$ cat src/rtl/adc_pkt_pkg.sv
// Shared types and constants for the ADC packet transmitter.
package adc_pkt_pkg;

  typedef enum logic [2:0] {
    ST_IDLE,
    ST_PRE,
    ST_DATA,
    ST_GAP,
    ST_DONE
  } state_e;

  localparam logic [1:0] LEN_216  = 2'b00;
  localparam logic [1:0] LEN_432  = 2'b01;
  localparam logic [1:0] LEN_864  = 2'b10;
  localparam logic [1:0] LEN_1728 = 2'b11;

  // Cycles between the final read and the DONE state (read + pad register + one).
  localparam logic [7:0] DRAIN_CYCLES = 8'd3;

  function automatic logic [10:0] pkt_words(input logic [1:0] code);
    logic [10:0] words;
    case (code)
      LEN_216:  words = 11'd216;
      LEN_432:  words = 11'd432;
      LEN_864:  words = 11'd864;
      LEN_1728: words = 11'd1728;
      default:  words = 11'd216;
    endcase
    return words;
  endfunction

endpackage

$ cat src/rtl/adc_pkt_pattern_gen.sv
// Self-test word counter: cleared at transfer start, advanced per emitted word.
module adc_pkt_pattern_gen #(
  parameter int unsigned DATA_W = 18
) (
  input  logic              clk,
  input  logic              rstn,
  input  logic              clear,
  input  logic              advance,
  output logic [DATA_W-1:0] pattern
);

  logic [DATA_W-1:0] cnt_q, cnt_d;

  always_comb begin
    cnt_d = cnt_q;
    if (clear) begin
      cnt_d = '0;
    end else if (advance) begin
      cnt_d = cnt_q + 1'b1;
    end
  end

  always_ff @(posedge clk or negedge rstn) begin
    if (!rstn) begin
      cnt_q <= '0;
    end else begin
      cnt_q <= cnt_d;
    end
  end

  assign pattern = cnt_q;

endmodule

$ cat src/rtl/adc_pkt_tx.sv
// ADC capture-buffer to pad packet transmitter (IDLE/PRE/DATA/GAP/DONE).
// Optional self-test counter pattern enabled by define ADC_PKT_SELF_TEST_EN.
module adc_pkt_tx
  import adc_pkt_pkg::*;
#(
  parameter int unsigned DATA_W    = 18,
  parameter int unsigned ADDR_W    = 14,
  parameter int unsigned MEM_DEPTH = 13824
) (
  input  logic              clk,
  input  logic              rstn,
  input  logic [1:0]        cfg_data_length,
  input  logic [7:0]        cfg_idle_length,
  input  logic [7:0]        cfg_gap,
  input  logic              cfg_self_test,
  input  logic              capture_start,
  input  logic              capture_again,
  output logic              rd_en,
  output logic [ADDR_W-1:0] rd_addr,
  input  logic [DATA_W-1:0] rd_data,
  output logic [DATA_W-1:0] adc_data,
  output logic              adc_data_valid,
  output logic              busy,
  output logic              done
);

  localparam logic [ADDR_W-1:0] LAST_ADDR = ADDR_W'(MEM_DEPTH - 1);

  state_e            state_q, state_d;
  logic [10:0]       len_q, len_d;
  logic [7:0]        gap_q, gap_d;
  logic [7:0]        cnt_q, cnt_d;
  logic              drain_q, drain_d;
  logic [10:0]       word_q, word_d;
  logic [ADDR_W-1:0] addr_q, addr_d;
  logic              rd_en_q, rd_en_d;
  logic [ADDR_W-1:0] rd_addr_q, rd_addr_d;
  logic              vld_pipe_q, vld_pipe_d;
  logic [DATA_W-1:0] adc_data_q, adc_data_d;
  logic              adc_valid_q, adc_valid_d;
  logic              busy_q, busy_d;
  logic              done_q, done_d;
  logic              start_ok;
  logic [DATA_W-1:0] word_src;

`ifdef ADC_PKT_SELF_TEST_EN
  logic              self_test_q, self_test_d;
  logic [DATA_W-1:0] pattern;

  adc_pkt_pattern_gen #(
    .DATA_W (DATA_W)
  ) u_pattern_gen (
    .clk     (clk),
    .rstn    (rstn),
    .clear   (start_ok),
    .advance (vld_pipe_q),
    .pattern (pattern)
  );

  assign word_src = self_test_q ? pattern : rd_data;
`else
  logic unused_self_test;
  assign unused_self_test = cfg_self_test;
  assign word_src         = rd_data;
`endif

  always_comb begin
    state_d   = state_q;
    len_d     = len_q;
    gap_d     = gap_q;
    cnt_d     = cnt_q;
    drain_d   = drain_q;
    word_d    = word_q;
    addr_d    = addr_q;
    rd_en_d   = 1'b0;
    rd_addr_d = rd_addr_q;
    busy_d    = busy_q;
    done_d    = 1'b0;
    start_ok  = 1'b0;
`ifdef ADC_PKT_SELF_TEST_EN
    self_test_d = self_test_q;
`endif

    case (state_q)
      ST_IDLE: begin
        start_ok = capture_start;
      end
      ST_PRE: begin
        if (cnt_q == 8'd0) begin
          state_d = ST_DATA;
        end else begin
          cnt_d = cnt_q - 8'd1;
        end
      end
      ST_DATA: begin
        rd_en_d   = 1'b1;
        rd_addr_d = addr_q;
        word_d    = word_q + 11'd1;
        // Final read takes priority over a packet boundary; GAP then serves as drain.
        if (addr_q == LAST_ADDR) begin
          state_d = ST_GAP;
          drain_d = 1'b1;
          cnt_d   = DRAIN_CYCLES - 8'd1;
        end else begin
          addr_d = addr_q + 1'b1;
          if (word_q == len_q - 11'd1) begin
            word_d = '0;
            if (gap_q != 8'd0) begin
              state_d = ST_GAP;
              cnt_d   = gap_q - 8'd1;
            end
          end
        end
      end
      ST_GAP: begin
        if (cnt_q == 8'd0) begin
          if (drain_q) begin
            state_d = ST_DONE;
            done_d  = 1'b1;
            busy_d  = 1'b0;
          end else begin
            state_d = ST_DATA;
          end
        end else begin
          cnt_d = cnt_q - 8'd1;
        end
      end
      ST_DONE: begin
        start_ok = capture_start | capture_again;
      end
      default: begin
        state_d = ST_IDLE;
      end
    endcase

    if (start_ok) begin
      len_d   = pkt_words(cfg_data_length);
      gap_d   = cfg_gap;
      addr_d  = '0;
      word_d  = '0;
      drain_d = 1'b0;
      busy_d  = 1'b1;
`ifdef ADC_PKT_SELF_TEST_EN
      self_test_d = cfg_self_test;
`endif
      if (cfg_idle_length == 8'd0) begin
        state_d = ST_DATA;
      end else begin
        state_d = ST_PRE;
        cnt_d   = cfg_idle_length - 8'd1;
      end
    end
  end

  always_comb begin
    vld_pipe_d  = rd_en_q;
    adc_valid_d = vld_pipe_q;
    adc_data_d  = vld_pipe_q ? word_src : '0;
  end

  always_ff @(posedge clk or negedge rstn) begin
    if (!rstn) begin
      state_q     <= ST_IDLE;
      len_q       <= '0;
      gap_q       <= '0;
      cnt_q       <= '0;
      drain_q     <= 1'b0;
      word_q      <= '0;
      addr_q      <= '0;
      rd_en_q     <= 1'b0;
      rd_addr_q   <= '0;
      vld_pipe_q  <= 1'b0;
      adc_data_q  <= '0;
      adc_valid_q <= 1'b0;
      busy_q      <= 1'b0;
      done_q      <= 1'b0;
`ifdef ADC_PKT_SELF_TEST_EN
      self_test_q <= 1'b0;
`endif
    end else begin
      state_q     <= state_d;
      len_q       <= len_d;
      gap_q       <= gap_d;
      cnt_q       <= cnt_d;
      drain_q     <= drain_d;
      word_q      <= word_d;
      addr_q      <= addr_d;
      rd_en_q     <= rd_en_d;
      rd_addr_q   <= rd_addr_d;
      vld_pipe_q  <= vld_pipe_d;
      adc_data_q  <= adc_data_d;
      adc_valid_q <= adc_valid_d;
      busy_q      <= busy_d;
      done_q      <= done_d;
`ifdef ADC_PKT_SELF_TEST_EN
      self_test_q <= self_test_d;
`endif
    end
  end

  assign rd_en          = rd_en_q;
  assign rd_addr        = rd_addr_q;
  assign adc_data       = adc_data_q;
  assign adc_data_valid = adc_valid_q;
  assign busy           = busy_q;
  assign done           = done_q;

endmodule

$ cat config.mk
export PLATFORM = sky130hd
export DESIGN_NAME = adc_pkt_tx
export DESIGN_NICKNAME = d
export VERILOG_FILES = /design/src/rtl/adc_pkt_pkg.sv /design/src/rtl/adc_pkt_pattern_gen.sv /design/src/rtl/adc_pkt_tx.sv
export SDC_FILE = /design/constraint.sdc
export NUM_CORES = 1
export LEC_CHECK = 0
export CAP_MARGIN = 40
export CORE_ASPECT_RATIO = 0.7
export CORE_MARGIN = 4
export CORE_UTILIZATION = 54
export DETAILED_ROUTE_END_ITERATION = 6
export PLACE_DENSITY = 0.81
export SKIP_CTS_REPAIR_TIMING = 1
export SYNTH_ARGS = -nofsm -noshare
export SYNTH_HDL_FRONTEND = slang
export SYNTH_SLANG_ARGS = --single-unit
$ cat constraint.sdc
create_clock -name clk -period 3.06 [get_ports clk]
set_input_delay 0.459 -clock clk [delete_from_list [all_inputs] [get_ports clk]]
set_output_delay 0.459 -clock clk [all_outputs]
set_load 0.005 [all_outputs]
==> out/qor.txt, run 1 <==
outcome: complete, no violations
# nets final: 633
CTS tree: done
Placer Congestion: 0.9301
Cell Area, Synth: 0.004720 mm2
CP Data Required Time: 3.25 ns
number of enable flip-flop cells after synthesis: 0
Final Cycle Share: 0.9064
initial drt markers: 323
vias in the first global route: 4,002
FMAX: 0.3605 GHz
MaxCap Viol Count: 0
share of cells above drive strength 1: 0.07033
kind of start point of the critical path: register
antenna violations before repair: 0
H-tree Lvls: 3
Multi-input gate area: 0.002308 mm2
Synth top area share: 0.4719
die area: 0.01032 mm2
cell leakage power: 2.653 nW
Remaining Overflow, GRT: 0
antenna fix cells: 0
Setup violations, final: 0
min cycle time layout: 2.774 ns
clock sink count: 89
critical path's top delay family: simple AND/OR/NAND/NOR gates
I/O Pins: 77
PortBufs: 75
area grow syn2layout: 25.64%
First-pass DRT Iterations: 5
maximum VDD drop: 0.5164 mV
crit path kind: reg -> reg
clk root buf: clkbuf_16
Worst Hold Class: in -> async
GRT Total Usage: 0.2382
Clock transition at path regs: 0.07 ns
layout filler cell count: 652
final wirelength: 11,600 um
area occupied by registers: 0.002227 mm2
Post-Syn Nets: 558
Post-DP HPWL: 8355 um
PwrDens: 940.9 mW/mm2
CP Cell Sequence: inv_1 > ha_1 > nor4b_1 > xnor2_1 > or4_1 > o31a_1 > o21ai_0 > a22oi_1
CP arrival: 2.97 ns
max-slew violations: 0
first-pass GRT wire length: 19,620 um
FP Rows: 28
Clock Skew: 0.007842 ns
ys async rst share: 1.000
detail-routed via count per cell: 5.704
#FFs+latches synth: 89
R2R Path Start: len_q[3]$_DFFE_PN0P_
post-route ant nets: 0
RSZ-0062 raised after global routing: no
drt wl/cell: 16.50 um
Core ar.: 0.008478 mm2
vias: 4,010
max incr delay on CP: 0.61 ns
Initial Utilization: 0.5567
Post-Layout Cell Count: 703
dominant synthesized flop cell: dfrtp_1
clk buf depth: 2
Hold Violations, Final: 0
crit end category: register
setup ws final: 0.2864 ns
area leader, netlist: dfrtp_1
Seq/Total Area, Yosys: 0.4719
most area-consuming cells after synthesis: dfrtp_1 (47%), nand2_1 (7.4%), ha_1 (3.7%)
Post-route DRC: 0
Worst Max-Slew Pin Slew: 0.7241 ns
chip height: 86.22 um
cell count after synthesis: 503
die width: 119.7 um
CTS buffer count: 9
DP Worst Slack: 0.3253 ns
YS warnings: 0
R2R setup slack: 0.29 ns
worst-path fanout max: 10
post-placement cell count: 687
largest net degree at the start of global routing: 55
CP Buf/Inv Count: 1
insertion delay to the later sink of the worst-skew pair: 0.35 ns
slowest stage cell, crit path: or4_1
Synth cell types: 54
worst-case reg-to-reg path depth: 8
setup_tns: 0 ns
syn_area_per_cell: 9.383 um2
RR Endpoint: cnt_q[3]$_DFF_PN0_
relative slew slack: 0.5155
## per-stage QoR
step           instance area, um2  hold slack, ns  total power [W]    util
2_1_floorplan                4720          0.1634         0.003508       -
3_3_place_gp                 5595          0.3605         0.004200  0.6600
3_5_place_dp                 5595          0.3698         0.004322  0.6600
4_1_cts                      5929          0.1736         0.005584  0.6994
5_1_grt                      5929          0.2057         0.005969  0.6994
6_report                     5929          0.1507         0.005579  0.6994
## worst max-delay path by stage
stage | endpoint | cells past startpoint | startpoint | slack [ns]
finish | cnt_q[3]$_DFF_PN0_ | 8 | len_q[3]$_DFFE_PN0P_ | 0.29
floorplan | cnt_q[4]$_DFF_PN0_ | 8 | len_q[8]$_DFFE_PN0P_ | 0.36
CTS | cnt_q[2]$_DFF_PN0_ | 8 | len_q[3]$_DFFE_PN0P_ | 0.32
global route | cnt_q[2]$_DFF_PN0_ | 8 | len_q[3]$_DFFE_PN0P_ | 0.12
global placement | cnt_q[4]$_DFF_PN0_ | 6 | len_q[8]$_DFFE_PN0P_ | 0.38
detailed placement | cnt_q[2]$_DFF_PN0_ | 8 | len_q[3]$_DFFE_PN0P_ | 0.33
## registers in the layout, indices dropped and copies added, names as in the netlist, 3 cells and up
name and cells:
adc_data 18, addr_q 14, cnt_q 8, gap_q 8, len_q 7, rd_addr 14
state_q 3, word_q 11
## synthesized netlist by cell type (11+ instances only)
library cell / instances
nand2_1: 93
dfrtp_1: 89
nor2_1: 28
and2_1: 23
inv_1: 23
o21ai_0: 23
nor3_1: 20
xnor2_1: 17
nand3_1: 16
xor2_1: 16
clkbuf_1: 15
ha_1: 14
a21oi_1: 11
## report_power, final
part	internal [W]	switching (W)
Sequential	0.00160	0.000478
Clock	0.000733	0.000497
Combinational	0.00104	0.00123
## final cells by class
class,instances,area share
clock inverters,7,0.01836
inverters,23,0.01456
clock buffers,9,0.03798
flip-flops and latches,89,0.3756
well taps,120,0.02532
multi-input cells,370,0.3893
repair buffers,85,0.1388
## cell usage in the layout (no fill, tap or decap), drive strengths merged, types with 2 or more instances in the layout
master	instances
dfrtp	89
o22ai	2
o31a	4
and2	23
ha	14
nand4	11
and3	11
a22oi	5
nor3	20
or3	6
o311a	2
clkdlybuf4s50	74
xnor2	17
o31ai	3
buf	11
xor2	16
mux2i	5
clkbuf	9
nor4	13
nor4b	4
a221oi	3
nand2b	6
nand3	17
nand2	93
o211a	3
o21a	2
a21oi	11
or4	5
clkinv	2
nor2	28
a31oi	9
o21ai	23
bufinv	2
inv	26
## cells by family (layout without fill, tap and decap cells)
| family | count (synthesis) | in the layout | share of synthesized area |
|---|---|---|---|
| multiplexers | 6 | 6 | 0.01379 |
| adder cells (fa/ha/maj) | 14 | 14 | 0.03712 |
| XOR/XNOR | 33 | 33 | 0.06124 |
| buffers and inverters | 44 | 124 | 0.04003 |
| AND/OR/NAND/NOR | 241 | 241 | 0.2646 |
| flip-flops | 89 | 89 | 0.4719 |
| AO/OA/AOI/OAI | 76 | 76 | 0.1113 |
## metal layers
metal | vias up | share of wire | wire length, um | global-route usage
li1 | 1903 | - | - | -
met1 | 1926 | 0.44 | 5120 | 0.3225
met2 | 164 | 0.45 | 5208 | 0.3642
met3 | 17 | 0.092 | 1067 | 0.08676
met4 | 0 | 0.018 | 204 | 0.07069
met5 | - | 0 | 0 | 0
Note: power is estimated with default switching activity, not from simulation.
==> run 2, diff against run 1 <==
--- a/config.mk
+++ b/config.mk
@@ -11,7 +11,6 @@
 export CORE_UTILIZATION = 54
 export DETAILED_ROUTE_END_ITERATION = 6
 export PLACE_DENSITY = 0.81
-export SKIP_CTS_REPAIR_TIMING = 1
 export SYNTH_ARGS = -nofsm -noshare
 export SYNTH_HDL_FRONTEND = slang
 export SYNTH_SLANG_ARGS = --single-unit
==> results of run 2 <==
The final DEF is identical to that of run 1; final timing and power are the same.
==> run 3, diff against run 2 <==
--- a/config.mk
+++ b/config.mk
@@ -14,3 +14,4 @@
 export SYNTH_ARGS = -nofsm -noshare
 export SYNTH_HDL_FRONTEND = slang
 export SYNTH_SLANG_ARGS = --single-unit
+export TNS_END_PERCENT = 5
==> results of run 3 <==
The final DEF is identical to that of run 1; final timing and power are the same.
